--- config.mk ---
export PLATFORM = sky130hd
export DESIGN_NAME = latch_bank_sequencer
export DESIGN_NICKNAME = d
export VERILOG_FILES = /design/src/rtl/latch_ctrl_pkg.sv /design/src/rtl/rr_arbiter.sv /design/src/rtl/latch_bank_sequencer.sv
export SDC_FILE = /design/constraint.sdc
export NUM_CORES = 1
export LEC_CHECK = 0
export ABC_CLOCK_PERIOD_IN_PS = 9800
export BUFFER_PORTS_ARGS = -buffer_cell sky130_fd_sc_hd__buf_2
export CAP_MARGIN = 20
export CORE_UTILIZATION = 46
export DETAILED_ROUTE_END_ITERATION = 12
export GPL_ROUTABILITY_DRIVEN = 0
export PLACE_DENSITY = 0.86
export SLEW_MARGIN = 20
export SYNTH_ARGS = -nofsm -noshare
export SYNTH_HDL_FRONTEND = slang
export SYNTH_SLANG_ARGS = --single-unit
--- constraint.sdc ---
create_clock -name clk -period 9.8 [get_ports clk]
set_clock_uncertainty 0.15 [all_clocks]
set_input_delay 0.98 -clock clk [delete_from_list [all_inputs] [get_ports clk]]
set_output_delay 0.98 -clock clk [all_outputs]
set_load 0.01 [all_outputs]
--- src/rtl/latch_ctrl_pkg.sv ---
// Shared types and sizing helpers for the latch bank sequencer and its arbiter.
package latch_ctrl_pkg;

    typedef enum logic [1:0] {
        IDLE   = 2'd0,
        SETUP  = 2'd1,
        ENABLE = 2'd2,
        HOLD   = 2'd3
    } state_t;

    function automatic int unsigned clog2(input int unsigned v);
        int unsigned r;
        int unsigned x;
        r = 0;
        x = (v > 0) ? v - 1 : 0;
        while (x > 0) begin
            r = r + 1;
            x = x >> 1;
        end
        return r;
    endfunction

    // Timer only ever holds duration-1, so clog2(max) bits suffice (at least one).
    function automatic int unsigned timer_width(input int unsigned s,
                                                input int unsigned p,
                                                input int unsigned h);
        int unsigned m;
        m = (s > p) ? s : p;
        m = (m > h) ? m : h;
        return (clog2(m) == 0) ? 1 : clog2(m);
    endfunction

    localparam int unsigned DEF_SETUP_CYC = 1;
    localparam int unsigned DEF_PULSE_CYC = 2;
    localparam int unsigned DEF_HOLD_CYC  = 1;
    localparam int unsigned TIMER_W = timer_width(DEF_SETUP_CYC, DEF_PULSE_CYC, DEF_HOLD_CYC);

endpackage

--- src/rtl/rr_arbiter.sv ---
// Combinational round-robin pick: first requester at or after ptr, wrapping upward.
module rr_arbiter
    import latch_ctrl_pkg::*;
#(
    parameter int unsigned N  = 4,
    parameter int unsigned IW = clog2(N)
) (
    input  logic [N-1:0]  req,
    input  logic [IW-1:0] ptr,
    output logic [N-1:0]  grant_c,
    output logic [IW-1:0] idx_c,
    output logic          valid_c
);

    int unsigned j;

    // Scan from farthest to nearest so the closest requester to ptr wins last.
    always_comb begin
        grant_c = '0;
        idx_c   = '0;
        valid_c = 1'b0;
        j       = 0;
        for (int k = N - 1; k >= 0; k--) begin
            j = (32'(ptr) + 32'(k)) % N;
            if (req[j]) begin
                grant_c    = '0;
                grant_c[j] = 1'b1;
                idx_c      = IW'(j);
                valid_c    = 1'b1;
            end
        end
    end

endmodule

--- src/rtl/latch_bank_sequencer.sv ---
// Arbitrates requester writes into a shared D-latch bank with setup/pulse/hold sequencing.
// Optional readback check enabled by defining LATCH_VERIFY_EN.
module latch_bank_sequencer
    import latch_ctrl_pkg::*;
#(
    parameter int unsigned NUM_REQ   = 4,
    parameter int unsigned NUM_LATCH = 8,
    parameter int unsigned WIDTH     = 8,
    parameter int unsigned AW        = 3,
    parameter int unsigned SETUP_CYC = DEF_SETUP_CYC,
    parameter int unsigned PULSE_CYC = DEF_PULSE_CYC,
    parameter int unsigned HOLD_CYC  = DEF_HOLD_CYC
) (
    input  logic                       clk,
    input  logic                       rst,
    input  logic [NUM_REQ-1:0]         req,
    input  logic [NUM_REQ*AW-1:0]      req_addr,
    input  logic [NUM_REQ*WIDTH-1:0]   req_data,
    output logic [NUM_REQ-1:0]         ack,
    output logic                       busy,
    output logic [WIDTH-1:0]           latch_d,
    output logic [NUM_LATCH-1:0]       latch_c,
    input  logic [NUM_LATCH*WIDTH-1:0] rd_q,
    output logic                       err_addr,
    output logic                       err_verify
);

    localparam int unsigned TW = timer_width(SETUP_CYC, PULSE_CYC, HOLD_CYC);
    localparam int unsigned IW = clog2(NUM_REQ);
    localparam logic [TW-1:0] SETUP_LD = TW'(SETUP_CYC - 1);
    localparam logic [TW-1:0] PULSE_LD = TW'(PULSE_CYC - 1);
    localparam logic [TW-1:0] HOLD_LD  = TW'(HOLD_CYC - 1);

    state_t               state, state_n;
    logic [TW-1:0]        cnt, cnt_n;
    logic [IW-1:0]        ptr, ptr_n;
    logic [AW-1:0]        cap_addr, addr_n;
    logic [NUM_REQ-1:0]   cap_grant, grant_n;
    logic [WIDTH-1:0]     d_n;
    logic [NUM_LATCH-1:0] c_n;
    logic [NUM_REQ-1:0]   ack_n;
    logic                 busy_n, err_addr_n, err_verify_n;
    logic                 in_range, last_hold, verify_bad;

    logic [NUM_REQ-1:0]   win_grant;
    logic [IW-1:0]        win_idx;
    logic                 win_valid;
    logic [AW-1:0]        win_addr;
    logic [WIDTH-1:0]     win_data;

    rr_arbiter #(.N(NUM_REQ), .IW(IW)) u_arb (
        .req     (req),
        .ptr     (ptr),
        .grant_c (win_grant),
        .idx_c   (win_idx),
        .valid_c (win_valid)
    );

    always_comb begin
        win_addr = '0;
        win_data = '0;
        for (int unsigned i = 0; i < NUM_REQ; i++) begin
            if (win_idx == IW'(i)) begin
                win_addr = req_addr[i*AW +: AW];
                win_data = req_data[i*WIDTH +: WIDTH];
            end
        end
    end

`ifdef LATCH_VERIFY_EN
    logic [WIDTH-1:0] rd_word;

    // latch_d still carries the written word throughout HOLD.
    always_comb begin
        rd_word = '0;
        for (int unsigned i = 0; i < NUM_LATCH; i++) begin
            if (cap_addr == AW'(i)) rd_word = rd_q[i*WIDTH +: WIDTH];
        end
    end
    assign verify_bad = (rd_word != latch_d);
`else
    logic unused_rd_q;
    assign unused_rd_q = ^rd_q;
    assign verify_bad  = 1'b0;
`endif

    always_ff @(posedge clk) begin
        if (rst) begin
            state      <= IDLE;
            cnt        <= '0;
            ptr        <= '0;
            cap_addr   <= '0;
            cap_grant  <= '0;
            latch_d    <= '0;
            latch_c    <= '0;
            ack        <= '0;
            busy       <= 1'b0;
            err_addr   <= 1'b0;
            err_verify <= 1'b0;
        end else begin
            state      <= state_n;
            cnt        <= cnt_n;
            ptr        <= ptr_n;
            cap_addr   <= addr_n;
            cap_grant  <= grant_n;
            latch_d    <= d_n;
            latch_c    <= c_n;
            ack        <= ack_n;
            busy       <= busy_n;
            err_addr   <= err_addr_n;
            err_verify <= err_verify_n;
        end
    end

    // Next state plus next values of every registered output.
    always_comb begin
        state_n      = state;
        cnt_n        = cnt;
        ptr_n        = ptr;
        addr_n       = cap_addr;
        grant_n      = cap_grant;
        d_n          = latch_d;
        c_n          = '0;
        ack_n        = '0;
        err_addr_n   = 1'b0;
        err_verify_n = 1'b0;

        case (state)
            IDLE: begin
                if (win_valid) begin
                    state_n = SETUP;
                    cnt_n   = SETUP_LD;
                    ptr_n   = (32'(win_idx) == NUM_REQ - 1) ? '0 : win_idx + IW'(1);
                    addr_n  = win_addr;
                    grant_n = win_grant;
                    d_n     = win_data;
                end
            end
            SETUP: begin
                if (cnt == '0) begin
                    state_n = ENABLE;
                    cnt_n   = PULSE_LD;
                end else begin
                    cnt_n = cnt - TW'(1);
                end
            end
            ENABLE: begin
                if (cnt == '0) begin
                    state_n = HOLD;
                    cnt_n   = HOLD_LD;
                end else begin
                    cnt_n = cnt - TW'(1);
                end
            end
            HOLD: begin
                if (cnt == '0) begin
                    state_n = IDLE;
                end else begin
                    cnt_n = cnt - TW'(1);
                end
            end
            default: state_n = IDLE;
        endcase

        in_range  = (32'(addr_n) < NUM_LATCH);
        last_hold = (state_n == HOLD) && (cnt_n == '0);
        busy_n    = (state_n != IDLE);

        if (state_n == ENABLE && in_range) begin
            for (int unsigned i = 0; i < NUM_LATCH; i++) begin
                if (addr_n == AW'(i)) c_n[i] = 1'b1;
            end
        end

        if (last_hold) begin
            ack_n        = grant_n;
            err_addr_n   = !in_range;
            err_verify_n = in_range && verify_bad;
        end
    end

    // D may only move while every enable is low, both before and after the edge.
    a_d_stable: assert property (@(posedge clk) disable iff (rst)
        !$stable(latch_d) |-> (latch_c == '0) && (($past(latch_c) == '0) || $past(rst)));

    a_c_onehot: assert property (@(posedge clk) disable iff (rst) $onehot0(latch_c));

endmodule
==> Word-level counts from Yosys, hierarchy flattened <==
Cells that the tools add are included.
{ "word_totals": {"inputBits": 114, "output_inout_bits": 23, "ff_bits": 33} }
{ "classes": {"n_reduce_logical": 13, "n_bitwise": 3, "order_cmp": 8, "n_eq_ne": 15, "mux": 58, "addsub": 5} }
{ "ops": {"columns": ["cell", "count"], "rows": [
  ["8-bit 2-to-1 mux", 4],
  ["4-bit 2-to-1 mux", 6],
  ["1-bit 2-to-1 mux", 23],
  ["2-bit 2-to-1 mux", 9],
  ["3-bit 2-to-1 mux", 6],
  ["2-bit == test, second input constant", 6],
  ["3-bit == test, second input constant", 4],
  ["2-bit by 3-bit < comparator with 1-bit output, second input constant", 4],
  ["1-bit binary-select mux with 2-bit select", 4],
  ["1-bit demux with 2-bit select", 4],
  ["2-bit by 1-bit >= comparator with 1-bit output, second input constant", 4],
  ["2-bit one-hot mux with 4 select lines", 1],
  ["3-bit by 2-bit == test with 1-bit output, second input constant", 2],
  ["2-bit OR reduction", 3],
  ["1-bit logical AND", 5],
  ["2-bit by 1-bit adder with 2-bit output, second input constant", 2],
  ["2-bit adder, second input constant", 2],
  ["2-bit by 1-bit == test with 1-bit output, second input constant", 2],
  ["2-bit zero test", 2],
  ["3-bit by 1-bit == test with 1-bit output, second input constant", 1],
  ["3-bit zero test", 1],
  ["1-bit NOT", 3],
  ["1-bit one-hot mux with 3 select lines", 1],
  ["2-bit AND reduction", 1],
  ["other kinds (2)", 2]
]} }

==> Longest topological paths before layout <==
Gate-level depths: netlist of run 1.
{ "depth": {"depth_word": 16, "mapped_depth": 16, "depth_no_buf": 13} }

==> Modules after synthesis <==
Synthesis of run 1 repeated with hierarchy kept, for this count alone.
{ "hier_totals": {"cells_unflattened": 246, "area_unflattened_um2": 2075.7} }
{ "by_module_without_submodules": {"columns": ["module", "cells_per_inst", "instances", "seq_area_each_um2", "area_each_um2"], "rows": [
  ["latch_bank_sequencer", 185, 1, 660.6, 1566.5],
  ["rr_arbiter", 61, 1, 0.0, 509.2]
]} }

==> Worst setup path before layout of run 1 <==
No wires, ideal clock.
{ "synth_path": {"path_kind": "flip-flop to flip-flop", "start": "register ptr[0]", "end": "register latch_c[1]", "arrival_ps": 3373, "path_buffers": 2, "synth_period_minus_slack_ps": 3588, "setup_slack_ps": 6212, "required_time_ps": 9585, "setup_time_ps": 65, "path_stages_with_launch": 15, "cell_sequence": "dfxtp_1 > clkinv_1 > ha_1 > buf_2 > a211o_1 > a21o_1 > and3_1 > o21ai_0 > ha_1 > buf_2 > nand3b_1 > a221o_1 > a31o_2 > nand2b_1 > nor2b_1"} }
{ "synth_between": {"elab_chain_cells": 16} }
{ "synth_lines": {"columns": ["item", "line", "source"], "rows": [
  ["start: declaration", "latch_bank_sequencer.sv:36", "logic [IW-1:0] ptr, ptr_n;"],
  ["start signal: assignment", "latch_bank_sequencer.sv:103", "ptr <= ptr_n;"],
  ["2-bit adder", "rr_arbiter.sv:24", "j = (32'(ptr) + 32'(k)) % N;"],
  ["1-bit binary-select mux with 2-bit select", "rr_arbiter.sv:25", "if (req[j]) begin"],
  ["1-bit 2-to-1 mux (not written as such)", "rr_arbiter.sv:25", null],
  ["2-bit 2-to-1 mux (4 in series)", "rr_arbiter.sv:25", null],
  ["2-bit zero test", "latch_bank_sequencer.sv:63", "if (win_idx == IW'(i)) begin"],
  ["3-bit 2-to-1 mux (4 in series)", "latch_bank_sequencer.sv:63", null],
  ["3-bit 2-to-1 mux", "latch_bank_sequencer.sv:130", "if (win_valid) begin"],
  ["3-bit 2-to-1 mux", "latch_bank_sequencer.sv:128", "case (state)"],
  ["3-bit by 1-bit == test with 1-bit output", "latch_bank_sequencer.sv:171", "if (addr_n == AW'(i)) c_n[i] = 1'b1;"],
  ["1-bit 2-to-1 mux", "latch_bank_sequencer.sv:171", null],
  ["end signal: assignment", "latch_bank_sequencer.sv:107", "latch_c <= c_n;"],
  ["end: declaration", "latch_bank_sequencer.sv:22", "output logic [NUM_LATCH-1:0] latch_c,"]
]} }
Parallel ways exist; a longest one is shown, timed or not. The select of a mux whose other input is x is not followed.
A chain may end at the register's enable or synchronous reset.

==> Final worst setup path of run 1 <==
Same ends and word-level chain as after synthesis.

==> run metrics, run 1 <==
outcome=finished, final reports clean; diode count=0; Iteration-0 DRC Markers=71; die area=0.004892 mm2; core region area=0.004384 mm2; worst-case clock buffer depth=2; required time worst endpoint=9.87 ns; Cells after Synth=262; nets@finish=446; cell taking the most area after synthesis=dfxtp_1; vias in the first global route=1725; first-pass GRT wire length=7.734 mm; die width=69.94 um; via density per instance=5.367; most numerous cell in the Yosys netlist=dfxtp_1; CTS sink count=33; Power Dens Cells=259.2 mW/mm2; final wirelength=4.602 mm; H-tree levels=2; Max stage delay on crit path=0.76 ns; PortBufs=70; Initial Util=0.4843; hold buffer count at cts=0; RSZ-0062 raised after global routing=no; DRC Markers=0; # setup viols final=0; antenna-violating nets left=0; Max Clock Freq=214.6 MHz; Ports=137; CTS resizes=0; crit path cell chain=clkinv_1, ha_1, or3b_1, a21oi_1, nor3_1, o21ai_0, ha_1, a21oi_1, a221o_1, a31o_2, nand2b_1, nor2b_1; WL/cell=12.34 um; CP Capture Type=register; final critical-path required period=4.660 ns; WS Path Type=register to register; MaxCap Viol Count=0; via count=2002; Synth area leaders=dfxtp_1, ha_1, nor2b_1, a221oi_1, a21oi_1; worst-margin pin slew=0.7217 ns; layout cell share with drive strength beyond 1=0.2710; 1st-pass router iterations=4; Mapped Avg Cell Area=8.104 um2; register bit total from synthesis=33; FP Rows=24; fin crit share=0.4755; DP HPWL=3.346 mm; ys async rst share=0; Yosys top cell area share=0.3111; Yosys Warn Count=0; number of synthesized flops with an enable pin=0; Worst-path clk slew=0.06 ns; Area Growth Syn to Fin=18.50%; Bufs and invs on worst path=1; Leak Pwr=1.130 nW; P_sw=0.2804 mW; Primary FF master, synth=dfxtp_1; Seq/Total Area, Yosys=0.3111; CTS tree=done; Yosys cell types=48; Die Ht=69.94 um; slew margin rel.=0.5188; Sum Neg Setup Slack=0 ns; Power Total=0.6521 mW; clock power share=0.144; crit path max fanout=22; Post-CTS Setup Bufs=0; Critical Path Slowest Stage Cell=dfxtp_1; initial antenna violation count=0; Clock Latency Late Sink=0.28 ns; Post-Syn Area=0.002123 mm2; critical path's top delay family=adder cells; Comb pwr share=0.564; switching share of total power=0.4299; Crit path arrival time=4.73 ns; internal power=0.3718 mW; register share of total power=0.291; gr usage total=0.1954; TritonCTS buffer count=5; fin. max-slew vios=0; most frequent cells after synthesis=dfxtp_1, nand2_1, nor2_1; Startpoint Class=register; gr ovfl total=0; Root Driver=clkbuf_8; Hold Vio Cnt, Final=0; largest net degree at the start of global routing=24; worst vdd rail ir drop=0.1476 mV; Hold Crit Class=register to register
-- through the flow --
stage / hold slack, ns / utilization / instances / area (um2) / setup WS, ns
2_1_floorplan: 0.2715 / - / 263 / 2127 / 6.212
3_3_place_gp: 0.2822 / 0.5551 / 365 / 2434 / 5.277
3_5_place_dp: 0.2864 / 0.5551 / 365 / 2434 / 5.167
4_1_cts: 0.2952 / 0.5739 / 373 / 2516 / 5.149
5_1_grt: 0.3239 / 0.5739 / 373 / 2516 / 4.739
6_report: 0.2894 / 0.5739 / 373 / 2516 / 5.140
-- state kept, by name, summed over array words and instances (netlist names) --
signal and flops:
latch_c 8, latch_d 8, ack 4, cap_grant 4
cap_addr 3, ptr 2, state 2, busy 1
cnt 1
-- cells in the final DEF, fill, tap and decap left out, drive strengths merged, types with 3 or more instances in the layout --
cell type  Yosys  layout
clkinv         1       3
inv            5       5
nor2          23      23
nand2         24      24
a211o          3       3
and2           4       4
nor4           3       3
dfxtp         33      33
o21ai         12      12
buf           13      71
clkbuf         8       6
nor2b         22      22
ha            12      12
a21oi         22      22
nand2b         3       3
nor3          16      16
a211oi        10      10
a221oi        13      13
mux2i          3       3
-- layer usage --
layer	GRT usage	routed length, um	vias up
li1	-	-	1056
met1	0.2625	2181	891
met2	0.3034	2159	49
met5	0	0	-
met3	0.03752	176	6
met4	0.08667	83	0
-- tightest hold or removal path: stages, from the launching register on --
cell and delay (ns):
dfxtp_1 0.30, nand2_1 0.05, o21ai_1 0.05
-- path summary, 6_finish.rpt --
check | from | end | slack [ns] | cells past startpoint
worst min-delay path | cap_grant[2] | cap_grant[2] | 0.29 | 2
worst max register to register | ptr[0] | latch_c[1] | 5.14 | 12
worst max-delay path | ptr[0] | latch_c[1] | 5.14 | 12
worst min register to register | cap_grant[2] | cap_grant[2] | 0.29 | 2
-- power by group through the flow --
stage / logic, mW / clock network, mW / registers (mW)
2_1_floorplan: 0.297 / 0 / 0.187
3_3_place_gp: 0.354 / 0 / 0.191
3_5_place_dp: 0.364 / 0 / 0.193
4_1_cts: 0.367 / 0.0975 / 0.190
5_1_grt: 0.415 / 0.105 / 0.194
6_report: 0.368 / 0.0942 / 0.190
-- area by class of cell --
type	instances	area [um2]
Clock buffer	6	72.57
Tap cell	52	65.06
Multi-Input combinational cell	203	1328
Sequential cell	33	660.6
Clock inverter	2	10.01
Fill cell	409	1868
Inverter	6	22.52
Timing Repair Buffer	71	357.8
-- logic make-up after synthesis --
| family | after synthesis | share of synthesized area |
|---|---|---|
| AOI/OAI and AO/OA | 75 | 0.2410 |
| buffers and inverters | 27 | 0.06776 |
| other | 1 | 0.001766 |
| adders and majority gates | 12 | 0.07071 |
| xor gates and xnor gates | 1 | 0.004126 |
| and+or+nand+nor | 107 | 0.2610 |
| muxes | 6 | 0.04243 |
| DFF | 33 | 0.3111 |
Power figures use the tool's default switching activity.
==> run 2: changes to the inputs <==
- ABC_CLOCK_PERIOD_IN_PS: 9800 -> 4500
- CORE_UTILIZATION: 46 -> 43
- PLACE_DENSITY: 0.86 -> 0.81
- clock period: 9.8 -> 4.5 ns (I/O delays scaled with it)
==> run 2 against run 1 <==
Against the previous run: hold slack gained 0.0012 ns; first-iteration DRC count grew 27%; via count grew 4.5%; routed wire length grew 2.7%; core utilization shrank 2.0 points; setup slack lost 4.2 ns; sequential power grew 100%; critical endpoint unchanged; combinational power grew 140%; cell area grew 4.0%; power grew 140%.
==> run metrics, run 2 (same netlist as run 1, synthesis figures left out) <==
post-route cell area=0.002618 mm2 (was 0.002516 mm2); layout cell share with drive strength beyond 1=0.2844 (was 0.2710); Placement Cell Area=0.002501 mm2 (was 0.002434 mm2); RSZ-0062 raised after global routing=no (unchanged); Clock Latency Late Sink=0.28 ns (about the same); most frequent CP cell=ha_1; 1st-pass router iterations=4 (unchanged); worst vdd rail ir drop=0.3265 mV (was 0.1476 mV); CTS sink count=33 (unchanged); via density per instance=5.312 (was 5.367); most common library cell in the layout ignoring fill and taps=buf_2 (unchanged); outcome=finished, final reports clean (unchanged); Ports=137 (unchanged); Crit path arrival time=3.60 ns (was 4.73 ns); via count=2093 (was 2002); Worst-path clk slew=0.07 ns (was 0.06 ns); slew margin rel.=0.5945 (was 0.5188); gr usage total=0.1888 (was 0.1954); flop2flop setup slack=0.97 ns (was 5.14 ns); WL/cell=12.00 um (was 12.34 um); Worst R2R Start=ptr[0] (unchanged); most frequent cells in the layout=buf_2, dfxtp_1, nand2_1 (unchanged); Iteration-0 DRC Markers=90 (was 71); DRC Markers=0 (unchanged); WS Path Type=register to register (unchanged); Initial Util=0.4495 (was 0.4843); crit path cell chain=clkinv_1, ha_1, or3b_1, a21oi_1, nor3_1, o21ai_0, ha_1, nand3b_1, a221o_1, a31o_2, nand2b_1, nor2b_1 (was clkinv_1, ha_1, or3b_1, a21oi_1, nor3_1, o21ai_0, ha_1, a21oi_1, a221o_1, a31o_2, nand2b_1, nor2b_1); largest registers=latch_c (8), latch_d (8) (unchanged); FP Rows=25 (was 24); required time worst endpoint=4.57 ns (was 9.87 ns); diode count=0 (unchanged); crit path max fanout=15 (was 22); worst-case clock buffer depth=2 (unchanged); worst-margin pin slew=0.6049 ns (was 0.7217 ns); core region area=0.004723 mm2 (was 0.004384 mm2); H-tree levels=2 (unchanged); Power Dens Cells=587.4 mW/mm2 (was 259.2 mW/mm2); CTS tree=done (unchanged); Critical Path Slowest Stage Cell=ha_1 (was dfxtp_1); final wirelength=4.728 mm (was 4.602 mm); Layout Utilization=0.5542 (was 0.5739); MaxCap Viol Count=0 (unchanged); DP HPWL=3.412 mm (was 3.346 mm); largest net degree at the start of global routing=24 (unchanged); fillers=431 (was 409); Leak Pwr=1.176 nW (was 1.130 nW); die area=0.005223 mm2 (was 0.004892 mm2); fin. max-slew vios=0 (unchanged); nets@finish=452 (was 446); PortBufs=70 (unchanged); # setup viols final=0 (unchanged); Post-CTS Setup Bufs=0 (unchanged); fin crit share=0.7840 (was 0.4755); vias in the first global route=1769 (was 1725); Startpoint Class=register (unchanged); Setup crit end=latch_c[1] (unchanged); CTS resizes=0 (unchanged); gr ovfl total=0 (unchanged); Hold Vio Cnt, Final=0 (unchanged); antenna-violating nets left=0 (unchanged); hold buffer count at cts=0 (unchanged); Sum Neg Setup Slack=0 ns (unchanged); Max stage delay on crit path=0.49 ns (was 0.76 ns); Min Hold Slack=0.2906 ns (was 0.2894 ns); Area Growth Syn to Fin=23.28% (was 18.50%); reg2reg end=latch_c[1] (unchanged); worst setup path start=ptr[0] (unchanged); Root Driver=clkbuf_8 (unchanged); TritonCTS buffer count=5 (unchanged); final critical-path required period=3.528 ns (was 4.660 ns); worst r2r path cells=12 (unchanged); initial antenna violation count=0 (unchanged); Max Clock Freq=283.5 MHz (was 214.6 MHz); Die Ht=72.27 um (was 69.94 um); die width=72.27 um (was 69.94 um); first-pass GRT wire length=7.879 mm (was 7.734 mm); CP Capture Type=register (unchanged); Hold Crit Class=register to register (unchanged)
run 2: cell types whose count changed in the layout (fill, tap and decap cells not counted):
cell | previous run | this run
buf_6 | 0 | 1
buf_4 | 1 | 6
clkinv_2 | 2 | 0
bufinv_16 | 0 | 1
clkbuf_8 | 5 | 6
run 2: report_power, final:
part	total, mW	switching, mW	internal, mW
Clock	0.283	0.102	0.180
Sequential	0.384	0.0299	0.354
Combinational	0.871	0.496	0.375
run 2: how the worst min path moves through the flow:
stage | start | endpoint | slack (ns) | depth (start not counted)
finish | cap_grant[0] | cap_grant[0] | 0.29 | 2
global route | cap_grant[0] | cap_grant[0] | 0.31 | 2
CTS | cap_grant[0] | cap_grant[0] | 0.30 | 2
detailed placement | cap_grant[0] | cap_grant[0] | 0.29 | 2
global placement | cap_grant[0] | cap_grant[0] | 0.28 | 2
floorplan | cap_grant[0] | cap_grant[0] | 0.27 | 2
run 2: area by class of cell:
type	count	area, um2	share of cell area
multi-input combinational	203	1328	0.5072
clock buffer	7	86.33	0.03298
timing repair buffer	77	406.6	0.1554
sequential	33	660.6	0.2524
tap	67	83.83	0.03203
clock inverter	1	30.03	0.01147
inverter	6	22.52	0.008604
run 2: metrics by stage:
stage / instances / setup WS (ns) / total power, mW
after global routing: 394 / 0.6887 / 1.670
after global placement: 385 / 1.112 / 1.221
after CTS: 394 / 1.006 / 1.535
final: 394 / 0.9721 / 1.538
after floorplan: 263 / 0.9117 / 1.055
after detailed placement: 386 / 1.029 / 1.248
run 2: worst max-delay path, delay by kind of cell (launching register included):
family,cells,cell delay (ns)
AOI/OAI and AO/OA,4,1.08
DFF,1,0.33
buffers and inverters,1,0.09
and+or+nand+nor,5,0.89
adders and majority gates,2,0.92
run 2: routing by layer:
layer  up-vias  track usage  share of wire
li1       1075            -              -
met1       953       0.2491           0.47
met2        58       0.3032           0.48
met3         7      0.03889          0.042
met4         0      0.07190          0.014
met5         -            0              0
==> run 3: changes to the inputs <==
- ABC_CLOCK_PERIOD_IN_PS: 4500 -> 3500
- clock period: 4.5 -> 3.5 ns (I/O delays scaled with it)
==> run 3 against run 2 <==
Against the previous run: via count shrank 0.24%; cell count rose by 0.51%; sequential power increased by 28%; sequential cell count unchanged; cell area is 0.62% lower; core utilization fell by 0.34 points; critical path type unchanged; critical endpoint unchanged; highest routed layer unchanged.
==> run metrics, run 3 (same netlist as run 1, synthesis figures left out) <==
outcome=finished, final reports clean (unchanged); H-tree levels=2 (unchanged); post-route cell area=0.002601 mm2 (was 0.002618 mm2); nets@finish=454 (was 452); Worst Hold End=latch_d[6] (was cap_grant[0]); fin. max-slew vios=0 (unchanged); MaxCap Viol Count=0 (unchanged); reg2reg end=latch_c[1] (unchanged); die width=72.27 um (unchanged); FP Rows=25 (unchanged); RSZ-0062 raised after global routing=no (unchanged); CP Capture Type=register (unchanged); Hold Crit Start=req_data[30] (was cap_grant[0]); TritonCTS buffer count=5 (unchanged); Clock Latency Late Sink=0.28 ns (about the same); WL/cell=12.23 um (was 12.00 um); Power Dens Cells=731.7 mW/mm2 (was 587.4 mW/mm2); slew margin rel.=0.6634 (was 0.5945); largest registers=latch_c (8), latch_d (8) (unchanged); Hold Vio Cnt, Final=0 (unchanged); # setup viols final=0 (unchanged); Ports=137 (unchanged); vias in the first global route=1728 (was 1769); Critical Path Slowest Stage Cell=or3b_1 (was ha_1); gr ovfl total=0 (unchanged); wire length on met2=2.339 mm (was 2.247 mm); register share of total power=0.259 (was 0.249); Iteration-0 DRC Markers=90 (unchanged); largest net degree at the start of global routing=24 (unchanged); PortBufs=70 (unchanged); initial antenna violation count=0 (unchanged); Root Driver=clkbuf_8 (unchanged); core region area=0.004723 mm2 (unchanged); fillers=428 (was 431); crit path cell chain=inv_1, ha_1, or3b_1, a21oi_1, nor3_2, o21a_1, ha_1, nand3b_1, a221o_1, a31o_2, nand2b_1, nor2b_1 (was clkinv_1, ha_1, or3b_1, a21oi_1, nor3_1, o21ai_0, ha_1, nand3b_1, a221o_1, a31o_2, nand2b_1, nor2b_1); Area Growth Syn to Fin=22.51% (was 23.28%); antenna-violating nets left=0 (unchanged); Max stage delay on crit path=0.36 ns (was 0.49 ns); Worst R2R Start=ptr[1] (was ptr[0]); Max Clock Freq=314.9 MHz (was 283.5 MHz); layout cell share with drive strength beyond 1=0.2948 (was 0.2844); fin crit share=0.9073 (was 0.7840); most frequent CP cell=ha_1 (unchanged); via density per instance=5.273 (was 5.312); most frequent cells in the layout=buf_2, dfxtp_1, nand2_1 (unchanged); final wirelength=4.845 mm (was 4.728 mm); hold buffer count at cts=0 (unchanged); Hold Crit Class=input port to register (was register to register); 1st-pass router iterations=4 (unchanged); CTS sink count=33 (unchanged); switching share of total power=0.4262 (was 0.4087); DP HPWL=3.505 mm (was 3.412 mm); Leak Pwr=1.173 nW (was 1.176 nW); worst-margin pin slew=0.4979 ns (was 0.6049 ns); crit path max fanout=8 (was 15); WS Path Type=register to register (unchanged); DR top layer=met4 (unchanged); wire length on met3=220 um (was 199 um); Hold Crit Depth=3 (was 2); diode count=0 (unchanged); P_sw=0.8112 mW (was 0.6283 mW); die area=0.005223 mm2 (unchanged); clock power share=0.140 (was 0.184); Metal-1 WL=2.228 mm (was 2.214 mm); internal power=1.092 mW (was 0.9092 mW); Placement Cell Area=0.002514 mm2 (was 0.002501 mm2); final critical-path required period=3.176 ns (was 3.528 ns); Worst-path clk slew=0.07 ns (about the same); Crit path arrival time=3.24 ns (was 3.60 ns); Startpoint Class=register (unchanged); most common library cell in the layout ignoring fill and taps=buf_2 (unchanged); worst-case clock buffer depth=2 (unchanged); CTS tree=done (unchanged); Sum Neg Setup Slack=0 ns (unchanged); Die Ht=72.27 um (unchanged); DRC Markers=0 (unchanged); required time worst endpoint=3.57 ns (was 4.57 ns); worst r2r path cells=12 (unchanged); flop2flop setup slack=0.32 ns (was 0.97 ns); Initial Util=0.4495 (unchanged); via count=2088 (was 2093); Comb pwr share=0.601 (was 0.567); gr usage total=0.1840 (was 0.1888); first-pass GRT wire length=7.755 mm (was 7.879 mm); worst vdd rail ir drop=0.4366 mV (was 0.3265 mV)
[run 3: routing by layer]
| metal | track usage | vias to the layer above |
|---|---|---|
| met5 | 0 | - |
| met4 | 0.04575 | 0 |
| met3 | 0.03056 | 6 |
| met2 | 0.3022 | 59 |
| met1 | 0.2517 | 948 |
| li1 | - | 1075 |
[run 3: stage by stage]
stage	util	std cells	worst slack, ns	hold WS, ns	power [mW]
finish	0.5507	396	0.3244	0.2620	1.903
CTS	0.5497	396	0.2837	0.2560	1.898
detailed placement	0.5322	388	0.3069	0.2894	1.627
floorplan	-	263	0.02465	0.2715	1.358
global route	0.5507	396	0.05204	0.2613	2.067
global placement	0.5322	388	0.3670	0.2832	1.595
[run 3: cell type report]
| cell class | instances | area [um2] | share of cell area |
|---|---|---|---|
| clock buffers | 6 | 72.57 | 0.02790 |
| inverters | 6 | 23.77 | 0.009139 |
| repair buffers | 79 | 417.9 | 0.1607 |
| well taps | 67 | 83.83 | 0.03223 |
| clock inverters | 2 | 10.01 | 0.003848 |
| multi-input cells | 203 | 1333 | 0.5123 |
| flip-flops and latches | 33 | 660.6 | 0.2540 |
[run 3: critical path: cells and delay by family (launching register included)]
| family | cells | cell delay (ns) |
|---|---|---|
| adders and majority gates | 2 | 0.60 |
| buffers and inverters | 1 | 0.10 |
| AOI/OAI and AO/OA | 4 | 1.04 |
| and+or+nand+nor | 5 | 0.88 |
| DFF | 1 | 0.33 |
[run 3: worst max-delay path by stage]
stage                       from          to  slack, ns
after floorplan           ptr[0]  latch_c[1]       0.02
after global placement    ptr[1]  latch_c[0]       0.37
after detailed placement  ptr[1]  latch_c[0]       0.31
after CTS                 ptr[1]  latch_c[1]       0.28
after global routing      ptr[1]  latch_c[6]       0.05
final                     ptr[1]  latch_c[1]       0.32
[run 3: power by group through the flow]
stage          combinational (mW)  clock [mW]  sequential, mW
2_1_floorplan               0.833           0           0.525
3_3_place_gp                 1.10           0           0.498
3_5_place_dp                 1.13           0           0.501
4_1_cts                      1.13       0.273           0.493
5_1_grt                      1.28       0.286           0.504
6_report                     1.14       0.267           0.493
[run 3: timing repair]
action,CTS,global route
hold endpoints to repair,0,0
endpoints found under the setup margin,0,1
setup buffers,0,0
gates resized for setup,0,1
